**config.mk**
```make
export PLATFORM = sky130hd
export DESIGN_NAME = dual_hex_rx
export DESIGN_NICKNAME = d
export VERILOG_FILES = /design/src/rtl/dual_hex_rx.sv
export SDC_FILE = /design/constraint.sdc
export NUM_CORES = 1
export LEC_CHECK = 0
export BUFFER_PORTS_ARGS = -buffer_cell sky130_fd_sc_hd__buf_2
export CAP_MARGIN = 30
export CORE_ASPECT_RATIO = 0.8
export CORE_UTILIZATION = 60
export DETAILED_ROUTE_END_ITERATION = 6
export PLACE_DENSITY = 0.84
export SLEW_MARGIN = 20
export SYNTH_ARGS = -nofsm -noshare
export SYNTH_HDL_FRONTEND = slang
export SYNTH_SLANG_ARGS = --single-unit
```
**constraint.sdc**
```tcl
create_clock -name i_clock -period 3 [get_ports i_clock]
set_input_delay 0.45 -clock i_clock [delete_from_list [all_inputs] [get_ports i_clock]]
set_output_delay 0.45 -clock i_clock [all_outputs]
set_load 0.05 [all_outputs]
```
**src/rtl/dual_hex_rx.sv**
```systemverilog
// Receiver for the multiplexed two-digit seven-segment bus: samples, demultiplexes
// by digit select, waits for a settled pattern and decodes it back to a nibble.
module dual_hex_rx #(
    parameter int unsigned SETTLE_CYCLES  = 4,
    parameter int unsigned TIMEOUT_CYCLES = 2_000_000
) (
    input  logic       i_clock,
    input  logic       i_reset_n,
    input  logic [7:0] hex_in,
    output logic [3:0] num1,
    output logic [3:0] num2,
    output logic       num1_valid,
    output logic       num2_valid,
    output logic       num1_update,
    output logic       num2_update,
    output logic       pattern_err,
    output logic       err_sticky,
    output logic       stalled,
    output logic [1:0] state
);

    localparam logic [1:0] IDLE    = 2'd0;
    localparam logic [1:0] SETTLE  = 2'd1;
    localparam logic [1:0] HELD    = 2'd2;
    localparam logic [1:0] STALLED = 2'd3;

    localparam logic [7:0]  SETTLE_MAX  = 8'(SETTLE_CYCLES);
    localparam logic [31:0] TIMEOUT_MAX = 32'(TIMEOUT_CYCLES);

    logic [7:0]  s;
    logic [7:0]  s_d;
    logic        s_ok;
    logic        s_d_ok;
    logic [7:0]  stable_cnt;
    logic [7:0]  stable_next;
    logic [31:0] tcnt;
    logic [31:0] tcnt_next;
    logic [1:0]  state_next;
    logic        changed;
    logic        toggle;
    logic        fire;
    logic        stall_hit;
    logic        capture;
    logic        dec_ok;
    logic [3:0]  dec_nib;

    always_comb begin
        dec_ok  = 1'b1;
        dec_nib = 4'h0;
        case (s[6:0])
            7'b0000001: dec_nib = 4'h0;
            7'b1001111: dec_nib = 4'h1;
            7'b0010010: dec_nib = 4'h2;
            7'b0000110: dec_nib = 4'h3;
            7'b1001100: dec_nib = 4'h4;
            7'b0100100: dec_nib = 4'h5;
            7'b0100000: dec_nib = 4'h6;
            7'b0001111: dec_nib = 4'h7;
            7'b0000000: dec_nib = 4'h8;
            7'b0000100: dec_nib = 4'h9;
            7'b0001000: dec_nib = 4'hA;
            7'b1100000: dec_nib = 4'hB;
            7'b0110001: dec_nib = 4'hC;
            7'b1000010: dec_nib = 4'hD;
            7'b0110000: dec_nib = 4'hE;
            7'b0111000: dec_nib = 4'hF;
            default:    dec_ok  = 1'b0;
        endcase
    end

    // A toggle only counts once s_d holds a real sample, so the reset value of
    // the sample register never looks like a select edge.
    always_comb begin
        changed     = (s != s_d);
        toggle      = s_d_ok && (s[7] != s_d[7]);
        stable_next = changed ? 8'd1
                    : (stable_cnt == SETTLE_MAX) ? SETTLE_MAX : stable_cnt + 8'd1;
        fire        = (stable_next == SETTLE_MAX) && (changed || stable_cnt != SETTLE_MAX);
        tcnt_next   = toggle ? 32'd0
                    : (tcnt == TIMEOUT_MAX) ? TIMEOUT_MAX : tcnt + 32'd1;
        stall_hit   = (tcnt_next == TIMEOUT_MAX);
        capture     = fire && !stall_hit && (state == SETTLE || state == HELD);
    end

    always_comb begin
        state_next = state;
        case (state)
            IDLE:    if (toggle) state_next = SETTLE;
            SETTLE:  if (fire) state_next = HELD;
            HELD:    if (fire) state_next = HELD;
                     else if (changed) state_next = SETTLE;
            STALLED: if (toggle) state_next = SETTLE;
            default: state_next = IDLE;
        endcase
        if (stall_hit) state_next = STALLED;
    end

    always_ff @(posedge i_clock or negedge i_reset_n) begin
        if (!i_reset_n) begin
            s           <= 8'h00;
            s_d         <= 8'h00;
            s_ok        <= 1'b0;
            s_d_ok      <= 1'b0;
            stable_cnt  <= 8'd0;
            tcnt        <= 32'd0;
            state       <= IDLE;
            num1        <= 4'h0;
            num2        <= 4'h0;
            num1_valid  <= 1'b0;
            num2_valid  <= 1'b0;
            num1_update <= 1'b0;
            num2_update <= 1'b0;
            pattern_err <= 1'b0;
            err_sticky  <= 1'b0;
            stalled     <= 1'b0;
        end else begin
            s           <= hex_in;
            s_d         <= s;
            s_ok        <= 1'b1;
            s_d_ok      <= s_ok;
            stable_cnt  <= stable_next;
            tcnt        <= tcnt_next;
            state       <= state_next;
            num1_update <= 1'b0;
            num2_update <= 1'b0;
            pattern_err <= 1'b0;
            stalled     <= (state_next == STALLED);
            if (stall_hit) begin
                num1_valid <= 1'b0;
                num2_valid <= 1'b0;
            end else if (capture) begin
                if (!dec_ok) begin
                    pattern_err <= 1'b1;
                    err_sticky  <= 1'b1;
                end else if (s[7]) begin
                    num1        <= dec_nib;
                    num1_valid  <= 1'b1;
                    num1_update <= 1'b1;
                end else begin
                    num2        <= dec_nib;
                    num2_valid  <= 1'b1;
                    num2_update <= 1'b1;
                end
            end
        end
    end

endmodule

```
Yosys cells after proc, flatten, opt, wreduce, memory -nomap -nowiden
Cells that the tools add are included.
{"block": "totals", "reg_bits": 75, "output_inout_bits": 17, "in_bits": 10, "elab_cells": 98}
{"block": "classes", "n_eq_ne": 27, "n_addsub": 2, "n_mux": 31, "reduce_logical": 19, "bitwise_logic": 3}
{"op": "$eq A32 B21 Y1 const B", "count": 2}
{"op": "$mux W32", "count": 2}
{"op": "$pmux W4 S15", "count": 1}
{"op": "$eq A7 B6 Y1 const B", "count": 5}
{"op": "$add A32 B1 Y32 const B", "count": 1}
{"op": "$eq A7 B7 Y1 const B", "count": 4}
{"op": "$mux W1", "count": 20}
{"op": "$eq A8 B3 Y1 const B", "count": 2}
{"op": "$mux W8", "count": 2}
{"op": "$reduce_or A16 Y1", "count": 1}
{"op": "$eq A7 B3 Y1 const B", "count": 2}
{"op": "$eq A7 B4 Y1 const B", "count": 2}
{"op": "$mux W2", "count": 5}
{"op": "$reduce_and A3 Y1", "count": 3}
{"op": "$add A8 B1 Y8 const B", "count": 1}
{"op": "$ne A8 B3 Y1 const B", "count": 1}
{"op": "$ne A8 B8 Y1", "count": 1}
{"op": "$reduce_and A4 Y1", "count": 2}
{"op": "$eq A7 B1 Y1 const B", "count": 1}
{"op": "$eq A7 B5 Y1 const B", "count": 1}
{"op": "$logic_not A7 Y1", "count": 1}
{"op": "$eq A2 B2 Y1 const B", "count": 3}
{"op": "$pmux W2 S3", "count": 1}
{"op": "$reduce_bool A2 Y1", "count": 3}
{"op": "9 further kinds", "count": 15}

Longest topological paths before layout
{"block": "logic_depth", "depth_word": 9, "ltp_mapped": 9}

Worst setup path before layout
No wires, ideal clock.
{"block": "synth_path", "path_type": "register to register", "from": "register tcnt[0]", "to": "register num1[0]", "n_path_buf": 0, "stages_incl_launch_ff": 10, "synth_period_minus_slack_ns": 2.752, "arrival_ns": 2.672, "setup_slack_ns": 0.248, "path_cell_list": "dfrtp_1 > ha_1 > nand4_2 > or3_1 > nor3_2 > o2111ai_2 > a2111oi_4 > a31oi_4 > o2111ai_4 > mux2i_1"}
{"block": "synth_via", "elab_chain_cells": 8}
{"element": "start, declared", "line_no": "36", "text": "logic [31:0] tcnt;"}
{"element": "start signal, assigned", "line_no": "122", "text": "tcnt <= tcnt_next;"}
{"element": "$add A32 B1 Y32 / $eq A32 B21 Y1 (equally long branches)", "line_no": "80", "text": ": (tcnt == TIMEOUT_MAX) ? TIMEOUT_MAX : tcnt + 32'd1;"}
{"element": "$mux W32 *", "line_no": "80"}
{"element": "$mux W32 *", "line_no": "79", "text": "tcnt_next = toggle ? 32'd0"}
{"element": "$eq A32 B21 Y1 *", "line_no": "81", "text": "stall_hit = (tcnt_next == TIMEOUT_MAX);"}
{"element": "$logic_not A1 Y1", "line_no": "82", "text": "capture = fire && !stall_hit && (state == SETTLE || state == HELD);"}
{"element": "$logic_and A1 B1 Y1 (2 in a row)", "line_no": "82"}
{"element": "$reduce_and A4 Y1 (no source line) *"}
{"element": "end signal, assigned", "line_no": "136", "text": "num1 <= dec_nib;"}
{"element": "end, declared", "line_no": "10", "text": "output logic [3:0] num1,"}
Every way passes the cells marked *; elsewhere a longest branch is shown, timed or not.
A chain may end at the register's enable or synchronous reset.

Worst setup path after layout
{"block": "layout_path", "from": "register tcnt[1]", "to": "register num1[3]"}
Same word-level chain as after synthesis.

==> results_dict.tcl <==
set metrics [dict create \
    clockBufferDepth 2 \
    period_share_pct 96.0 \
    criticalPathCategory "reg2reg" \
    core-area_um2 6860 \
    vias_per_cell 5.99 \
    die_y_um 77.2 \
    die-width_um 95.9 \
    syn_inst 430 \
    final.setup.tns_ns 0 \
    post-route-util_pct 70.0 \
    vdd_drop_max_uv 307 \
    async_flop_share_pct 100 \
    routedWlPerCell_um 17.0 \
    cts_tree "built" \
    fin_skew_ns 0.00936 \
    path_max_fanout 9 \
    cp_data_required_time_ns 3.28 \
    dp.cells 535 \
    grt_pass1_wl_mm 15.3 \
    worst_setup_path_end_kind "flip-flop" \
    syn-cell-area_um2 4240 \
    area_growth_pct 13.2 \
    drt-met1-wl_mm 4.35 \
    remaining_drc_errors 0 \
    pre_cts_ws_ns 0.0369 \
    io_pins 27 \
    setup_violations 0 \
    final_common_cell "dfrtp_1" \
    finalHoldViolCount 0 \
    fin_area_um2 4800 \
    leakage_nw 2.15 \
    drv_cap 0 \
    layoutNonFillerInstCount 555 \
    n_antenna_cell 0 \
    drt_pass1_iterations 5 \
    power_density_nw_per_um2 492 \
    cts_root_buffer "clkbuf_8" \
    clk_latency_ns 0.36 \
    ys_ff_latch 75 \
    clock-sinks 75 \
    grt_pass1_vias 3180 \
    antenna_found_initial 0 \
    routed.top_layer "met4" \
    clkTransAtPathRegs_ns 0.08 \
    vias 3327 \
    dpl.hpwl_mm 6.63 \
    numCtsBuffers 9 \
    hold_class "in2reg" \
    drive_above_1_share_pct 19.9 \
    ant_nets 0 \
    dpl_cell_area_um2 4480 \
    grt_max_degree 76 \
    initial_core_util_pct 61.8 \
    status "finished, final reports clean" \
    grt_overflow 0 \
    h-tree-depth 3 \
    synth_cell_type_count 68 \
    layout_common_cells "dfrtp_1, nor2_1, nand2_1, xnor2_1, buf_2" \
    synth_edf_count 0 \
    start_kind "flip-flop" \
    fp-row-count 27 \
    wl_mm 9.41 \
    synth.top_cell.area_share_pct 44.3 \
    yosysTopAreaCell "dfrtp_1" \
    syn_area_per_cell_um2 9.85 \
    fmaxAchievable_mhz 347 \
    synth.area.top_cells "dfrtp_1, xnor2_1, nor2_1" \
    nNetsFinal 480 \
    arrival_ns 3.16 \
    yosysWarningCount 0 \
    port_buffers 26 \
    finalMaxSlewViolations 0 \
    die_area_um2 7400 \
    relSlewSlack_pct 61.6 \
    synth-main-ff-cell "dfrtp_1" \
    syn_nets 446 \
    grt_use_total_pct 27.3 \
    tightest_slew_ns 0.570 \
    yosysSeqAreaShare_pct 44.3 \
    min_period_ns 2.88 \
    wl_met2_mm 4.28 \
    fill_cells 527 \
    gp_congestion 0.886 \
    drt_iter0_markers 241 \
    wl_met3_um 600 \
    fin_ws_ns 0.119 \
]
## through the flow
stage                     hold slack [ns]  power (mW)
after CTS                           0.180        2.34
after floorplan                     0.154        1.39
after detailed placement            0.352        1.48
after global placement              0.332        1.46
final                               0.194        2.36
after global routing                0.182        2.46
## kinds of logic (layout without fill, tap and decap cells)
group,after synthesis,after routing,synth area share [%]
other,1,1,0.0885
and+or+nand+nor,184,184,25.1
muxes,11,11,2.66
DFF,75,75,44.3
xor gates and xnor gates,49,49,10.1
buffers and inverters,46,84,4.64
adders and majority gates,6,6,1.77
AOI/OAI and AO/OA,58,58,11.3
## flip-flops by register name, indices dropped and copies added (netlist names), 2 cells and up
name / cells
tcnt: 32
s_d: 8
state: 2
num2: 4
stable_cnt: 8
s: 8
num1: 4
## worst max-delay path, stage by stage (launching register included)
cell,delay [ns]
dfrtp_1,0.41
ha_2,0.23
nand4_4,0.17
or3_1,0.46
nor3_2,0.22
o2111ai_2,0.15
a2111oi_4,0.42
a31oi_4,0.18
o2111ai_4,0.31
mux2i_1,0.24
## cell type report
| class | instances | area, µm² | area share [%] |
|---|---|---|---|
| clock buffer | 10 | 138 | 2.87 |
| sequential | 75 | 1880 | 39.1 |
| multi-input combinational | 309 | 2210 | 46.0 |
| clock inverter | 5 | 77.6 | 1.62 |
| tap | 87 | 109 | 2.27 |
| timing repair buffer | 45 | 298 | 6.21 |
| inverter | 24 | 90.1 | 1.88 |
## cell usage after synthesis (3+ instances only)
| master | n |
|---|---|
| a21oi_1 | 9 |
| a31oi_1 | 8 |
| and2_1 | 4 |
| and3_1 | 5 |
| buf_2 | 3 |
| buf_4 | 5 |
| clkbuf_1 | 13 |
| dfrtp_1 | 75 |
| ha_1 | 6 |
| inv_1 | 24 |
| mux2i_1 | 9 |
| nand2_1 | 28 |
| nand3_1 | 22 |
| nand3b_1 | 3 |
| nand4_1 | 9 |
| nand4_2 | 3 |
| nor2_1 | 53 |
| nor2b_1 | 5 |
| nor3_1 | 9 |
| nor3_2 | 3 |
| nor4_1 | 12 |
| nor4_4 | 3 |
| nor4b_1 | 4 |
| o21a_1 | 4 |
| o21ai_0 | 8 |
| or3_1 | 4 |
| xnor2_1 | 27 |
| xor2_1 | 22 |
## path summary, 6_finish.rpt
check | startpoint | endpoint | slack (ns) | cells past startpoint
worst min-delay path | hex_in[7] | s[7] | 0.19 | 1
max in group asynchronous | i_reset_n | tcnt[22] | 1.94 | 3
worst max register to register | tcnt[1] | num1[3] | 0.12 | 9
min in group asynchronous | i_reset_n | tcnt[0] | 0.50 | 2
worst min register to register | s_ok | s_d_ok | 0.37 | 0
worst max-delay path | tcnt[1] | num1[3] | 0.12 | 9
## layer usage
metal  GRT usage (%)  vias up
met5               0        -
met4            9.25        0
met3            7.04       23
met2            40.5      123
met1            38.8     1604
li1                -     1577
## where the power goes
| part | total, mW | switching [mW] | internal, mW |
|---|---|---|---|
| logic | 0.376 | 0.221 | 0.155 |
| registers | 1.12 | 0.0706 | 1.05 |
| clock network | 0.861 | 0.378 | 0.483 |
## timing repair
| item | CTS | global route |
|---|---|---|
| endpoints found under the setup margin | 0 | 16 |
| hold endpoints to repair | 0 | 16 |
| resized for setup | 0 | 7 |
| hold buffers | 0 | 1 |
| buffers inserted | 0 | 3 |
Note: power is estimated with default switching activity, not from simulation.
